$ cat src/rtl/pipe_pkg.sv
// Shared pipeline-stage definitions: handshake state encoding and decode helpers.
// Latency: n/a (declarations only).
// Backpressure: n/a. Other pipeline blocks reuse this state encoding, so keep it stable.
package pipe_pkg;

  // Stage occupancy state. Bit 0 = main register occupied, bit 1 = skid occupied.
  typedef logic [1:0] pipe_state_t;

  localparam pipe_state_t ST_EMPTY = 2'b00;
  localparam pipe_state_t ST_FULL  = 2'b01;
  localparam pipe_state_t ST_SKID  = 2'b11;

  // Downstream-facing valid: anything held in the main register.
  function automatic logic st_has_data(input pipe_state_t st);
    return (st != ST_EMPTY);
  endfunction

  // Upstream-facing ready: a slot is free as long as the skid is unused.
  function automatic logic st_can_accept(input pipe_state_t st);
    return (st != ST_SKID);
  endfunction

endpackage : pipe_pkg

$ cat src/rtl/sat_counter.sv
// Saturating event counter for performance monitoring.
// Latency: cnt reflects inc/clr of the previous cycle (one register).
// Backpressure: none; stops at all-ones instead of wrapping, clr beats inc.
//
// Ports:
//   clk  - clock, rising edge
//   rst  - asynchronous active-high reset, clears cnt
//   inc  - count one event this cycle
//   clr  - synchronous clear, has priority over inc
//   cnt  - current count (W bits)
module sat_counter #(
  parameter int W = 16
) (
  input  logic         clk,
  input  logic         rst,
  input  logic         inc,
  input  logic         clr,
  output logic [W-1:0] cnt
);

  localparam logic [W-1:0] CNT_MAX = {W{1'b1}};

  always_ff @(posedge clk or posedge rst) begin
    if (rst) begin
      cnt <= '0;
    end else if (clr) begin
      cnt <= '0;
    end else if (inc && (cnt != CNT_MAX)) begin
      cnt <= cnt + W'(1);
    end
  end

endmodule : sat_counter

$ cat src/rtl/pipe_stage_hs.sv
// Pipeline stage register with valid/ready handshake and two-entry skid buffer.
// Latency: 1 cycle in_data -> out_data; sustains one transfer per cycle.
// Backpressure: in_ready is registered; the skid absorbs the one beat in flight when out_ready drops.
//
// Ports:
//   clk, rst             - clock and asynchronous active-high reset
//   flush                - synchronous squash of all held entries (wins over everything)
//   in_valid/in_ready    - upstream handshake, in_data payload (DATA_W)
//   out_valid/out_ready  - downstream handshake, out_data payload from main register
//   stall_clr/stall_cnt  - clear / value of saturating count of out_valid & !out_ready cycles
module pipe_stage_hs
  import pipe_pkg::*;
#(
  parameter int                DATA_W  = 72,
  parameter int                CNT_W   = 16,
  parameter logic [DATA_W-1:0] RST_VAL = '0
) (
  input  logic              clk,
  input  logic              rst,
  input  logic              flush,
  input  logic              in_valid,
  output logic              in_ready,
  input  logic [DATA_W-1:0] in_data,
  output logic              out_valid,
  input  logic              out_ready,
  output logic [DATA_W-1:0] out_data,
  input  logic              stall_clr,
  output logic [CNT_W-1:0]  stall_cnt
);

  pipe_state_t       state_q;
  pipe_state_t       state_d;
  logic [DATA_W-1:0] main_q;
  logic [DATA_W-1:0] skid_q;

  logic in_fire;
  logic out_fire;

  // Datapath load controls, decoded alongside the handshake outputs.
  logic load_main;      // main register takes a new value
  logic main_from_skid; // ...and that value comes from the skid, not in_data
  logic load_skid;      // skid captures in_data

  assign in_fire  = in_valid & in_ready;
  assign out_fire = out_valid & out_ready;

  // ---------------------------------------------------------------------------
  // State register
  // ---------------------------------------------------------------------------
  always_ff @(posedge clk or posedge rst) begin
    if (rst) begin
      state_q <= ST_EMPTY;
    end else begin
      state_q <= state_d;
    end
  end

  // ---------------------------------------------------------------------------
  // Next-state logic
  // ---------------------------------------------------------------------------
  always_comb begin
    state_d = state_q;
    unique case (state_q)
      ST_EMPTY: begin
        if (in_fire) begin
          state_d = ST_FULL;
        end
      end
      ST_FULL: begin
        if (in_fire && !out_fire) begin
          state_d = ST_SKID;
        end else if (!in_fire && out_fire) begin
          state_d = ST_EMPTY;
        end
      end
      ST_SKID: begin
        // Skid drains into main; input is blocked in this state.
        if (out_fire) begin
          state_d = ST_FULL;
        end
      end
      default: begin
        // Unused encoding: recover to a clean, empty stage.
        state_d = ST_EMPTY;
      end
    endcase

    // A squash discards everything, including a beat accepted this cycle.
    // A downstream handoff in the same cycle still counts as delivered.
    if (flush) begin
      state_d = ST_EMPTY;
    end
  end

  // ---------------------------------------------------------------------------
  // Output decode: handshake from registered state only, load enables per edge
  // ---------------------------------------------------------------------------
  always_comb begin
    out_valid      = st_has_data(state_q);
    in_ready       = st_can_accept(state_q);
    load_main      = 1'b0;
    main_from_skid = 1'b0;
    load_skid      = 1'b0;

    unique case (state_q)
      ST_EMPTY: begin
        load_main = in_fire;
      end
      ST_FULL: begin
        // With the consumer taking main this cycle, the new beat replaces it
        // directly; otherwise it parks in the skid behind main.
        load_main = in_fire & out_fire;
        load_skid = in_fire & ~out_fire;
      end
      ST_SKID: begin
        load_main      = out_fire;
        main_from_skid = 1'b1;
      end
      default: begin
        // Illegal state is flushed back to EMPTY above; no payload moves.
      end
    endcase
  end

  // ---------------------------------------------------------------------------
  // Payload registers
  // ---------------------------------------------------------------------------
  // On flush both are forced to RST_VAL so stale control bits never leak
  // downstream once the stage refills.
  always_ff @(posedge clk or posedge rst) begin
    if (rst) begin
      main_q <= RST_VAL;
    end else if (flush) begin
      main_q <= RST_VAL;
    end else if (load_main) begin
      main_q <= main_from_skid ? skid_q : in_data;
    end
  end

  always_ff @(posedge clk or posedge rst) begin
    if (rst) begin
      skid_q <= RST_VAL;
    end else if (flush) begin
      skid_q <= RST_VAL;
    end else if (load_skid) begin
      skid_q <= in_data;
    end
  end

  assign out_data = main_q;

  // ---------------------------------------------------------------------------
  // Back-pressure counter: counts cycles the registered out_valid is stalled.
  // Flush does not touch it; only rst and stall_clr clear it.
  // ---------------------------------------------------------------------------
  sat_counter #(
    .W (CNT_W)
  ) u_stall_cnt (
    .clk (clk),
    .rst (rst),
    .inc (out_valid & ~out_ready),
    .clr (stall_clr),
    .cnt (stall_cnt)
  );

endmodule : pipe_stage_hs
$ cat config.mk
export PLATFORM = sky130hd
export DESIGN_NAME = pipe_stage_hs
export DESIGN_NICKNAME = d
export VERILOG_FILES = /design/src/rtl/pipe_pkg.sv /design/src/rtl/sat_counter.sv /design/src/rtl/pipe_stage_hs.sv
export SDC_FILE = /design/constraint.sdc
export NUM_CORES = 1
export LEC_CHECK = 0
export CAP_MARGIN = 20
export CORE_MARGIN = 3
export CORE_UTILIZATION = 46
export DETAILED_ROUTE_END_ITERATION = 7
export MAX_ROUTING_LAYER = met4
export PLACE_DENSITY = 0.83
export RECOVER_POWER = 100
export SLEW_MARGIN = 20
export SYNTH_ARGS = -nofsm -noshare
export SYNTH_HDL_FRONTEND = slang
export SYNTH_SLANG_ARGS = --single-unit
$ cat constraint.sdc
create_clock -name clk -period 6.4 [get_ports clk]
set_input_delay 1.92 -clock clk [delete_from_list [all_inputs] [get_ports clk]]
set_output_delay 1.92 -clock clk [all_outputs]
set_load 0.005 [all_outputs]
**Word-level counts from Yosys, hierarchy flattened**

Cells that the tools add are included.

- Register bits after elaboration: 162
- Logic and storage cells: 46

- Add/subtract/negate cells: 1
- Equal/unequal tests: 7
- Multiplexer cells: 16
- Bitwise operators: 7
- Reductions and logical operators: 11

Operator list:

| operator | number |
|---|---|
| $mux 72 | 5 |
| $mux 16 | 2 |
| $add 16x1->16 const B | 1 |
| $ne 16x16->1 const B | 1 |
| $mux 2 | 5 |
| $reduce_bool 2->1 | 4 |
| $ne 3x3->1 const B | 2 |
| $pmux 2 s3 | 1 |
| $and 1x1->1 | 5 |
| $ne 4x4->1 const B | 1 |
| $logic_and 1x1->1 | 3 |
| $pmux 1 s3 | 1 |
| $reduce_and 3->1 | 1 |
| $eq 2x1->1 const B | 1 |
| $eq 2x2->1 const B | 1 |
| $logic_not 1->1 | 2 |
| $logic_not 2->1 | 1 |
| $mux 1 | 2 |
| $ne 2x2->1 const B | 1 |
| $not 1->1 | 2 |

**Logic depth before layout (Yosys ltp)**

Gate-level depths: netlist (run 1).

- Depth in word-level cells: 8
- Gate-level depth with buffers: 9
- Mapped depth without buffers: 8

**Modules after synthesis**

Synthesis (run 1) repeated with hierarchy kept, for this count alone.

- Cells, all modules: 761
- Area, all modules: 7913.8 um2

Modules (own cells, without submodules):

| module | times used | cells each | area an instance (um2) |
|---|---|---|---|
| pipe_stage_hs | 1 | 660 | 6981.7 |
| sat_counter | 1 | 101 | 932.1 |

**Least setup slack after synthesis (run 1)**

Ideal clock, no wire load.

- Path type: input-to-reg
- From: input in_valid
- To: register skid_q[0]
- Arrival: 3102 ps
- Required time: 6322 ps
- Slack: 3220 ps
- Stages: 7
- Cell sequence: nor2b_1 -> ha_1 -> and2_1 -> clkbuf_1 -> clkbuf_1 -> nand2_1 -> a21oi_1

- Word-level cells in the longest chain between the ends: 4

RTL lines:

| what | RTL line | RTL |
|---|---|---|
| start, declared | pipe_stage_hs.sv:21 | `input logic in_valid,` |
| $and 1x1->1 | pipe_stage_hs.sv:44 | `assign in_fire = in_valid & in_ready;` |
| $and 1x1->1 | pipe_stage_hs.sv:113 | `load_skid = in_fire & ~out_fire;` |
| $mux 1 | pipe_stage_hs.sv:105 | `unique case (state_q)` |
| $reduce_bool 2->1 (no line) | - |  |
| end signal, assigned | pipe_stage_hs.sv:146 | `skid_q <= in_data;` |
| end, declared | pipe_stage_hs.sv:34 | `logic [DATA_W-1:0] skid_q;` |

Every way passes these cells.
A chain may end at the register's enable or synchronous reset.

**Worst setup path in the final report (run 1)**

- From: input out_ready
- To: register skid_q[17]

- Word-level cells in the longest chain between the ends: 5

RTL lines:

| what | RTL line | RTL |
|---|---|---|
| start, declared | pipe_stage_hs.sv:25 | `input logic out_ready,` |
| $and 1x1->1 | pipe_stage_hs.sv:45 | `assign out_fire = out_valid & out_ready;` |
| $not 1->1 | pipe_stage_hs.sv:113 |  |
| $and 1x1->1 | pipe_stage_hs.sv:113 |  |
| $mux 1 | pipe_stage_hs.sv:105 |  |
| $reduce_bool 2->1 (no line) | - |  |

Every way passes these cells.

==> results of run 1 <==
## critical path: stages
cell                            delay [ns]
sky130_fd_sc_hd__dlygate4sd3_1        0.66
sky130_fd_sc_hd__nand2b_1             0.16
sky130_fd_sc_hd__ha_1                 0.17
sky130_fd_sc_hd__and2_0               1.62
sky130_fd_sc_hd__buf_4                0.58
sky130_fd_sc_hd__nand2_1              0.11
sky130_fd_sc_hd__a21oi_1              0.16
## cell usage after synthesis, drive strengths merged (3+ instances only)
cell type  number  share of area, %
nor2b           3              0.24
nor2            3              0.15
buf            24               1.6
o31ai           9              0.88
inv             9              0.44
ha              6              0.98
a311oi         74               8.5
or4            10              0.98
o21ai           6              0.39
nand3           6              0.39
nand2         151               7.4
nand4           6              0.49
clkbuf         49               2.4
a21oi         161                11
mux2i          72               9.4
dfrtp         162                53
## through the flow
step | total power, W | hold WS, ns | std cells | area [um^2]
final | 0.00318 | 0.519 | 1127 | 10000
after global placement | 0.00210 | 0.509 | 1094 | 9410
after global routing | 0.00334 | 0.545 | 1127 | 10000
after floorplan | 0.00173 | 0.501 | 775 | 7660
after CTS | 0.00325 | 0.524 | 1126 | 10100
after detailed placement | 0.00212 | 0.515 | 1094 | 9410
## per-layer routing
layer / vias up / global-route usage, % / share of wire, %
met1: 3213 / 31.0 / 44
met4: 0 / 7.95 / 2.5
li1: 3101 / - / -
met5: - / - / 0
met2: 260 / 34.3 / 47
met3: 34 / 4.58 / 6.6
## cell families (layout without fill, tap and decap cells)
group                    after synthesis  after routing  synth area share [%]
AO/OA/AOI/OAI                        256            256                  20.9
flip-flops                           162            162                  52.9
multiplexers                          73             73                  9.55
adder cells (fa/ha/maj)                6              6                 0.980
other                                  0              1                     0
buffers and inverters                 83            218                  4.60
AND/OR/NAND/NOR                      195            195                  11.1
## area by class of cell
type                            count  area share [%]
Antenna cell                        1          0.0250
Clock buffer                       19            4.52
Clock inverter                     13            1.98
Inverter                            9           0.412
Multi-Input combinational cell    530            32.5
Sequential cell                   162            40.4
Tap cell                          216            2.69
Timing Repair Buffer              177            17.5
## registers in the layout, summed over array words and instances (netlist names)
name,count
state_q,2
skid_q,72
u_stall_cnt.cnt,16
out_data,72
## final timing paths
check	endpoint	slack [ns]	depth (start not counted)
worst max-delay path	skid_q[17]	1.33	7
worst min-delay path	u_stall_cnt.cnt[14]	0.52	1
worst max register to register	skid_q[17]	1.96	7
worst min register to register	u_stall_cnt.cnt[14]	0.52	1
max in group asynchronous	u_stall_cnt.cnt[13]	2.14	3
min in group asynchronous	out_data[49]	2.19	2
## power breakdown
group	switching [W]	leakage [nW]	internal (W)	total, W
clock network	0.000440	0.306	0.000682	0.00112
logic	0.000430	1.55	0.000366	0.000797
registers	0.0000864	2.19	0.00118	0.00126
total	0.000957	4.04	0.00222	0.00318
==> results.txt, run 1 <==
The flow ran to the end, but the final reports show violations. The checks that failed: capacitance limit, slew limit. The final critical-path setup slack came out at 1.33 ns. The worst clock skew is 0.00837 ns.

The core utilization of the finished layout is 62.2%. The critical path is of the input port to flip-flop type. The clock latency reported for the late side of the worst-skew pair came out at 0.42 ns. TritonCTS built the clock tree. The worst max-slew margin expressed relative to the limit is -47.1%. The layout overhead on the synthesized area came out at 30.9%. Dividing total power by cell area gives a power density of 317 nW/um^2. The number of storage elements in the synthesis netlist came out at around 160. The maximum fanout along the worst path is 41. The slew at the pin closest to its max-slew limit came out at 2.21 ns. Data on the critical path arrives at its endpoint at roughly 5.4 ns. In the layout the commonest cells are sky130_fd_sc_hd__dfrtp_1, sky130_fd_sc_hd__a21oi_1, sky130_fd_sc_hd__nand2_1. IR analysis of the VDD net gives a maximum drop of 0.212 mV. The worst register-to-register path begins at state_q[0]. The count of vias placed by the detailed router came out at 6,608.

For this run, the register share of the synthesized area comes to about 53%. Summed over all cells, the static leakage comes to between 4 and 5 nW. For this run the aggregate overflow at the end of global routing stands at 0. Entering global routing, the biggest net connects 111 pins. The type of the tightest min-delay check is flip-flop to flip-flop. The prevailing post-synth register cell is sky130_fd_sc_hd__dfrtp_1. The number of violations reported at the end of detailed-routing iteration 0 is ~600. The routed via count divided by cell count is 5.86. The total global-route track usage came out at a little under a quarter. Summed over all failing endpoints, the final setup total negative slack is 0 ns. The per-cell routed wire length came out at 17.9 um. The distinct cell type count of the synthesized netlist is 38. The clock tree root buffer cell is sky130_fd_sc_hd__clkbuf_16. The starting density of the core came out at 47.6%. The total number of yosys warnings came out at 0. The launching element of the worst setup path is out_ready. The residual antenna-violating net count after detailed routing came out at 0. The core box area is 16,100 um^2. The number of port buffers is 167. The detailed-routing iteration count for the pre-antenna-repair pass is 5. The total area of multi-input combinational cells is 3260 um^2. The final number of max-transition violations is 178. Measured along the y axis, the die boundary spans 135 um. The number of antenna violations at the first check in global routing came out at 1. The post-CTS setup buffer count came out at 0.

The sequential cell area is 4050 um^2. The worst setup path is captured at a flip-flop. The via count of the first global-routing pass came out at 6,194. Pin placement for this block handled 168 I/O pins. The post-synthesis average cell area is ~10 um^2.

In this run, CTS created clock tree buffers numbering 17. Gates resized during post-CTS repair numbered 0. The number of core rows came out at 46. STA classifies the critical path startpoint as an input port. Setup repair after global routing left no endpoint under its margin. The area of the mapped netlist is ~7700 um^2. Setup violations remaining at the end of the flow were counted as 0. The final HPWL from detailed placement came out at 12,300 um. At the worst endpoint, the required time is a little under 7 ns. The highest achievable clock rate is around 0.20 GHz. The fraction of final layout cells with drive strength greater than 1 is 5.16%. The number of remaining DRC errors is 0.

The final-report hold violation count came out at 0. The final weighted congestion in routability-driven placement came out at 0.812. The H-tree was split into 4 levels. After synthesis, the share of flip-flops with an asynchronous set or reset is between 90% and 100%. The final critical-path required period came out at 5.07 ns. The routed wire length is between 20,000 and 25,000 um. The width of the chip is 135 um. The number of enable-type register cells in the synthesized netlist is 0. Leaving out fill and tap cells, the most frequent cell in the layout is sky130_fd_sc_hd__dfrtp_1. Max-cap violations in this run came to 5.

The total of fill cells in the finished design is around 1.3k. The area enclosed by the die boundary is 18,200 um^2. The total clock sinks is 162.

The post-synthesis instance total is 775. The final clock period utilization by the worst path came out at just under 80%. The number of buffers inserted by hold repair at cts came out at 0. The final-stage net count came out at slightly below 1k. The clock transition at the register clock pins on the worst setup and hold paths after CTS came out at approximately 0.070 ns.

The startpoint identified for the worst hold timing path is u_stall_cnt.cnt[14]. The net count after synthesis is 859. The maximum clock path buffer count came out at 2. The wire length of the first global-routing pass came out at approximately 33,000 um.

The worst slack at placement is 1.87 ns.
Power figures use the tool's default switching activity.
==> inputs of run 2 (changes only) <==
--- a/config.mk
+++ b/config.mk
@@ -7,10 +7,10 @@
 export LEC_CHECK = 0
 export CAP_MARGIN = 20
 export CORE_MARGIN = 3
-export CORE_UTILIZATION = 46
+export CORE_UTILIZATION = 50
 export DETAILED_ROUTE_END_ITERATION = 7
 export MAX_ROUTING_LAYER = met4
-export PLACE_DENSITY = 0.83
+export PLACE_DENSITY = 0.85
 export RECOVER_POWER = 100
 export SLEW_MARGIN = 20
 export SYNTH_ARGS = -nofsm -noshare
==> constraint.sdc (replaced) <==
create_clock -name clk -period 5.3 [get_ports clk]
set_input_delay 1.59 -clock clk [delete_from_list [all_inputs] [get_ports clk]]
set_output_delay 1.59 -clock clk [all_outputs]
set_load 0.005 [all_outputs]
==> run 2 against run 1 <==
Effect of this change: clock skew barely moved; final cell count down 2.8%; combinational power rose by 19%; clock power is essentially flat; largest power group unchanged; clock-buffer cell count is 4 higher; the run still ends with capacitance limit, slew limit left; non-clock buffer count rose by 2; critical path type unchanged; sequential power is 21% higher; sequential share of layout area rose by 0.54 points; setup slack got worse by 0.26 ns; first-iteration DRC count increased by 5.1%.
==> results.txt, run 2 (synthesized netlist as in run 1, its figures left out) <==
The post-cts sizing count came to 0 (unchanged). The final HPWL from detailed placement is 12,400 um (+0.88%). The final-stage net count is 983 (+0.20%).

The max-capacitance violation count is 2 (-3). The fraction of final layout cells with drive strength greater than 1 came out at 5.27% (+0.10 points). Among all stages on the critical path, the largest delay is contributed by sky130_fd_sc_hd__nand2_1.

The minimum setup slack among reg-to-reg paths is 1.61 ns (-0.35 ns). The maximum fanout along the worst path came to 45 (+9.8%). The final reports fail on capacitance limit, slew limit. The starting density of the core came to 51.9% (+4.4 points).

The count of vias placed by the detailed router is 6,600 (-0.12%). The worst hold path depth came out at 1 (unchanged). The per-cell routed wire length is 17.9 um (-0.13%). The core box area is 14,800 um^2 (-8.4%).

The residual antenna-violating net count after detailed routing came out at 0 (unchanged). The highest achievable clock rate is about 0.24 GHz. The library cell used most frequently in the layout, excluding fill and tap cells, is sky130_fd_sc_hd__dfrtp_1. The tree is rooted in a sky130_fd_sc_hd__clkbuf_16. The width of the chip is 130 um (-3.9%). Walking the worst path, the cells encountered are dlygate4sd3_1, nand2b_1, ha_1, nand2_1, buf_4, nand2_1, a21oi_1. The post-placement cell area was 9400 um^2 (-0.15%). The buffering stage count on the worst path with inverters included came out at 2 (unchanged). The total clock sinks came out at 162 (unchanged). The count of placed standard cells including taps is 1,064 (-2.7%). The number of top-level pins came out at 168 (unchanged). The final instance area came out at 9900 um^2 (-1.3%). The wire length of the first global-routing pass is 32,000 um (-1.9%). The final-report hold violation count came to 0 (unchanged).

By instance count, the cell type seen most on the critical path is sky130_fd_sc_hd__nand2_1. The total global-route track usage was 24.1% (+1.4 points). The run finished, with violations left. The capturing point of the worst reg2reg path is skid_q[12]. The launching element of the worst setup path is out_ready.

The worst max-slew margin expressed relative to the limit came out at -24.4% (+23 points). The worst hold path terminates at u_stall_cnt.cnt[14]. The final weighted congestion in routability-driven placement is 0.779 (-4.1%). The clock latency reported for the late side of the worst-skew pair is 0.42 ns (about the same). The cell family contributing the most delay on the critical path is simple AND/OR/NAND/NOR gates. The area enclosed by the die boundary came out at 16,800 um^2 (-7.7%). The CTS H-tree depth is 4 (unchanged). The number of antenna violations at the first check in global routing came out at 0 (-1). The worst path in the final design needs a cycle of approximately 4.2 ns, including I/O delays and setup. The largest net degree at the start of global routing came out at 93 (-16%).

Setup repair after global routing left no endpoint under its margin. The clock transition at the register clock pins on the worst setup and hold paths after CTS was 0.06 ns (about the same). Leaving out fill and tap cells, the most frequent cells in the layout are sky130_fd_sc_hd__dfrtp_1, sky130_fd_sc_hd__a21oi_1, sky130_fd_sc_hd__nand2_1.

The total power consumption of the routed design is 0.00360 W (+13%). STA classifies the critical path endpoint as a flip-flop. The final setup TNS came out at 0 ns (unchanged). The number of remaining DRC errors is 0 (unchanged).

The maximum single-stage delay on the critical path came to 1.16 ns (-0.46 ns). The number of cells in the finished layout apart from fillers is 1,096 (-2.8%). The detailed-routing iteration count for the pre-antenna-repair pass was 5 (unchanged). The worst setup path is launched from an input port. The core utilization of the finished layout was 67.1% (+4.8 points). The maximum vdd drop is 0.240 mV (+13%).

The source of the worst hold timing path is u_stall_cnt.cnt[14]. The final clock period utilization by the worst path came out at 79.8%. The via count of the first global-routing pass is 6,222 (+0.45%). The number of buffers inserted during clock tree synthesis is 17 (unchanged). The floorplan die height is 130 um (-3.9%).

The number of buffers inserted by hold repair at cts is 0 (unchanged). The routed wire length came out at 19,600 um (-2.9%). The type of the tightest min-delay check is flip-flop to flip-flop.

The total of fill cells in the finished design came out at 1,142 (-14%). The routed via count divided by cell count came out at 6.02 (+2.7%). The post-CTS setup buffer count came out at 0 (unchanged). The number of port buffers came to 167 (unchanged). The maximum clock path buffer count is 2 (unchanged). The global route total overflow came out at 0 (unchanged). The slew at the pin closest to its max-slew limit came out at 1.86 ns (-0.351 ns). The reg-to-reg startpoint is state_q[0]. The layout overhead on the synthesized area is 29.1%. The final number of max-transition violations was 87 (-51%). The leakage power came out at 4.02 nW (-0.52%). The arrival time at the worst endpoint was 4.56 ns (-0.85 ns).

The critical setup path kind is input port to flip-flop. The worst clock skew came out at 0.00835 ns (-0.0000203 ns). The number of violations reported at the end of detailed-routing iteration 0 is 634 (+5.1%).

The count of cells along the worst register-to-register path is 7 (unchanged). The clock tree from TritonCTS is yes. The required time at the worst-slack endpoint is 5.63 ns (-1.11 ns).

The final setup violation count was 0 (unchanged). The power density over the cells came out at 364 nW/um^2 (+15%). The number of core rows came out at 44 (-4.3%).
run 2: cell count changes in the layout (fill, tap and decap cells not counted), moves of 2 or more:
cell                         delta
sky130_fd_sc_hd__clkinvlp_4     -4
sky130_fd_sc_hd__clkinv_2       +5
sky130_fd_sc_hd__inv_8          -2
sky130_fd_sc_hd__bufinv_16      -4
sky130_fd_sc_hd__clkbuf_8       +2
sky130_fd_sc_hd__clkbuf_2       +2
run 2: worst max-delay path by stage:
stage | endpoint | slack, ns | depth (start not counted)
CTS | skid_q[16] | 1.63 | 7
finish | skid_q[12] | 1.07 | 7
detailed placement | skid_q[16] | 1.22 | 7
global placement | skid_q[5] | 1.27 | 7
global route | skid_q[12] | 0.83 | 7
floorplan | out_data[0] | 1.65 | 1
run 2: metal layers:
layer | track usage (%) | share of wire, % | wire length (um)
met1 | 33.6 | 44 | 8640
met2 | 36.0 | 49 | 9550
met3 | 5.24 | 5.4 | 1070
met4 | 6.78 | 1.8 | 358
met5 | - | 0 | 0
run 2: power breakdown:
group          internal [W]  switching, W
clock              0.000646      0.000480
sequential          0.00142      0.000104
combinational      0.000439      0.000510
run 2: cell type report:
cell class | instances | area [um^2] | share of cell area [%]
timing repair buffer | 179 | 1780 | 17.9
sequential | 162 | 4050 | 41.0
clock buffer | 23 | 488 | 4.93
clock inverter | 8 | 51.3 | 0.518
multi-input combinational | 530 | 3260 | 32.9
inverter | 9 | 37.5 | 0.379
antenna | 1 | 2.50 | 0.0253
tap | 184 | 230 | 2.33
run 2: worst reg2reg max path: stages, from the launching register on:
cell and delay, ns:
sky130_fd_sc_hd__dfrtp_1 0.39, sky130_fd_sc_hd__ha_1 0.83, sky130_fd_sc_hd__nor2b_1 0.19, sky130_fd_sc_hd__ha_1 0.27, sky130_fd_sc_hd__nand2_1 1.16, sky130_fd_sc_hd__buf_4 0.50
sky130_fd_sc_hd__nand2_1 0.13, sky130_fd_sc_hd__a21oi_1 0.15
run 2: metrics by stage:
stage	worst slack (ns)	hold slack, ns
3_5_place_dp	1.22	0.512
5_1_grt	0.825	0.545
4_1_cts	1.63	0.523
2_1_floorplan	1.65	0.501
6_report	1.07	0.519
3_3_place_gp	1.27	0.508
==> inputs of run 3 (changes only) <==
==> constraint.sdc (replaced) <==
create_clock -name clk -period 3.9 [get_ports clk]
set_input_delay 1.17 -clock clk [delete_from_list [all_inputs] [get_ports clk]]
set_output_delay 1.17 -clock clk [all_outputs]
set_load 0.005 [all_outputs]
==> run 3 against run 2 <==
Effect of this change: the run still ends with capacitance limit, slew limit left; register-to-register slack got worse by 0.76 ns; design area increased by 1.6%; critical path depth decreased by 4; sequential share of layout area decreased by 0.63 points; final cell count increased by 0.73%; via count decreased by 1.5%; utilization increased by 1.0 points; clock power increased by 48%; flip-flop and latch count unchanged; die area unchanged; global-route usage increased by 0.48 points; clock skew decreased by 0.0027 ns; critical path type is now flip-flop to output pin.
==> results.txt, run 3 (synthesized netlist as in run 1, its figures left out) <==
The floorplan die height came out at 130 um (unchanged). The maximum clock path buffer count is 2 (unchanged). The routed wire length came out at 20,000 um (+2.0%).

The count of vias placed by the detailed router came out at 6,502 (-1.5%). The post-placement cell area came to 9520 um^2 (+1.3%). The tree is rooted in a sky130_fd_sc_hd__clkbuf_16. The minimum setup slack among reg-to-reg paths came out at 0.85 ns (-0.76 ns). The worst register-to-register path begins at state_q[0]. The count of cells along the worst register-to-register path came to 6 (-1).

The worst setup path is captured at an output pin. The final-report hold violation count came out at 0 (unchanged). The starting density of the core came out at 51.9% (unchanged). The wire length of the first global-routing pass is 32,100 um (+0.19%). The largest net degree at the start of global routing is 123 (+32%).

The final HPWL from detailed placement is 12,400 um (about the same). The count of placed standard cells including taps is 1,072 (+0.75%). The smallest hold slack is 0.520 ns (+0.000995 ns). TritonCTS built the clock tree. On the critical path, the stage with the largest delay is an instance of sky130_fd_sc_hd__dlygate4sd3_1. The width of the chip came out at 130 um (unchanged). The number of top-level pins came out at 168 (unchanged). The maximum fanout along the worst path came out at 30 (-33%). In this run the most critical hold path is launched from skid_q[14]. The final clock period utilization by the worst path is 84.0%.

The number of core rows is 44 (unchanged). The run finished, with violations left. From synthesis to final layout, the design area changed by 31.2%. The number of buffers inserted during clock tree synthesis came out at 17 (unchanged).

The clock transition at the register clock pins on the worst setup and hold paths after CTS came out at 0.06 ns (about the same). The number of cells in the finished layout apart from fillers is 1,104 (+0.73%). The number of port buffers was 167 (unchanged).

The area enclosed by the die boundary was 16,800 um^2 (unchanged). The required time at the worst-slack endpoint came to 2.73 ns (-2.90 ns). The highest achievable clock rate is 0.305 GHz. The arrival time at the worst endpoint is 2.10 ns (-2.46 ns). The final number of max-transition violations is 48 (-45%). The maximum single-stage delay on the critical path came out at 0.60 ns (-0.56 ns). The global route total overflow came out at 0 (unchanged). The clock latency reported for the late side of the worst-skew pair was 0.43 ns (about the same). The via count of the first global-routing pass came out at 6,188 (-0.55%). The final setup TNS came to 0 ns (unchanged). The final instance area came out at 10,100 um^2 (+1.6%). The total global-route track usage is 24.6% (+0.48 points). Setup repair after global routing left no endpoint under its margin. The power density over the cells was 505 nW/um^2 (+39%). The post-cts sizing count is 0 (unchanged). Leaving out fill and tap cells, the most frequent cell in the layout is sky130_fd_sc_hd__dfrtp_1.

The critical path is of the flip-flop to output pin type. The total clock sinks came out at 162 (unchanged). The worst setup path is launched from a flip-flop. The maximum vdd drop came out at 0.294 mV (+23%). The fraction of final layout cells with drive strength greater than 1 came out at 5.98% (+0.71 points). The clock period could shrink to about 3.3 ns. The slew at the pin closest to its max-slew limit is 1.64 ns (-0.218 ns).

The number of remaining DRC errors came out at 0 (unchanged). The final setup violation count came out at 0 (unchanged). The max-capacitance violation count came out at 1 (-1).

The leakage power came to 4.07 nW (+1.2%). The residual antenna-violating net count after detailed routing is 0 (unchanged). The checks that failed: capacitance limit, slew limit. The worst clock skew is 0.00561 ns (-0.00274 ns). The core box area came out at 14,800 um^2 (unchanged).

The count of antenna diodes in the layout came out at 0 (-1). The launching element of the worst setup path is state_q[0]. The post-CTS setup buffer count came out at 0 (unchanged). The number of violations reported at the end of detailed-routing iteration 0 is 567 (-11%).

The final-stage net count is 991 (+0.81%). The worst register-to-register path ends at state_q[1]. The worst max-slew margin expressed relative to the limit came out at -9.16% (+15 points). The per-cell routed wire length is 18.1 um (+1.2%). The number of antenna violations at the first check in global routing came to 0 (unchanged).

The critical path goes through ha_4, inv_1, dlygate4sd3_1. In the layout the commonest cells are sky130_fd_sc_hd__dfrtp_1, sky130_fd_sc_hd__a21oi_1, sky130_fd_sc_hd__nand2_1. The timing endpoint of the critical path is in_ready.

The final weighted congestion in routability-driven placement is 0.844 (+8.3%). The number of buffers inserted by hold repair at cts was 0 (unchanged). The CTS H-tree depth was 4 (unchanged). The detailed-routing iteration count for the pre-antenna-repair pass came out at 5 (unchanged).

The type of the tightest min-delay check is flip-flop to flip-flop. The routed via count divided by cell count is 5.89 (-2.2%).
-- run 3: report_power, final --
| group | total (W) | switching [W] | internal [W] |
|---|---|---|---|
| clock | 0.00167 | 0.000701 | 0.000967 |
| sequential | 0.00207 | 0.000140 | 0.00193 |
| combinational | 0.00134 | 0.000718 | 0.000625 |
-- run 3: worst max-delay path, delay by kind of cell, from the launching register on --
family | cells | cell delay, ns
buf+inv | 2 | 0.72
fa+ha+maj | 1 | 0.53
flops | 1 | 0.43
-- run 3: per-stage QoR --
stage	util [%]	total power [W]	worst slack (ns)
final	68.1	0.00508	0.625
after global routing	68.1	0.00535	0.423
after CTS	68.5	0.00521	0.695
after detailed placement	64.5	0.00353	0.631
after global placement	64.5	0.00349	0.720
after floorplan	-	0.00283	0.673
-- run 3: worst min-delay path by stage --
stage | endpoint | depth (start not counted)
after floorplan | skid_q[0] | 2
after global placement | skid_q[24] | 2
after detailed placement | skid_q[8] | 2
after CTS | skid_q[22] | 2
after global routing | skid_q[44] | 2
final | skid_q[14] | 2
-- run 3: area by class of cell --
type,count,area [um^2]
fillers,1126,4700
repair buffers,187,1870
flip-flops and latches,162,4050
multi-input cells,530,3270
inverters,9,37.5
well taps,184,230
clock inverters,14,150
clock buffers,18,439
-- run 3: routing by layer --
layer | wire [um] | track usage (%) | share of wire [%] | vias up
met1 | 8870 | 33.2 | 44 | 3130
met5 | 0 | - | 0 | -
met4 | 592 | 9.35 | 3.0 | 0
met2 | 9500 | 37.1 | 48 | 225
li1 | - | - | - | 3106
met3 | 1040 | 4.87 | 5.2 | 41
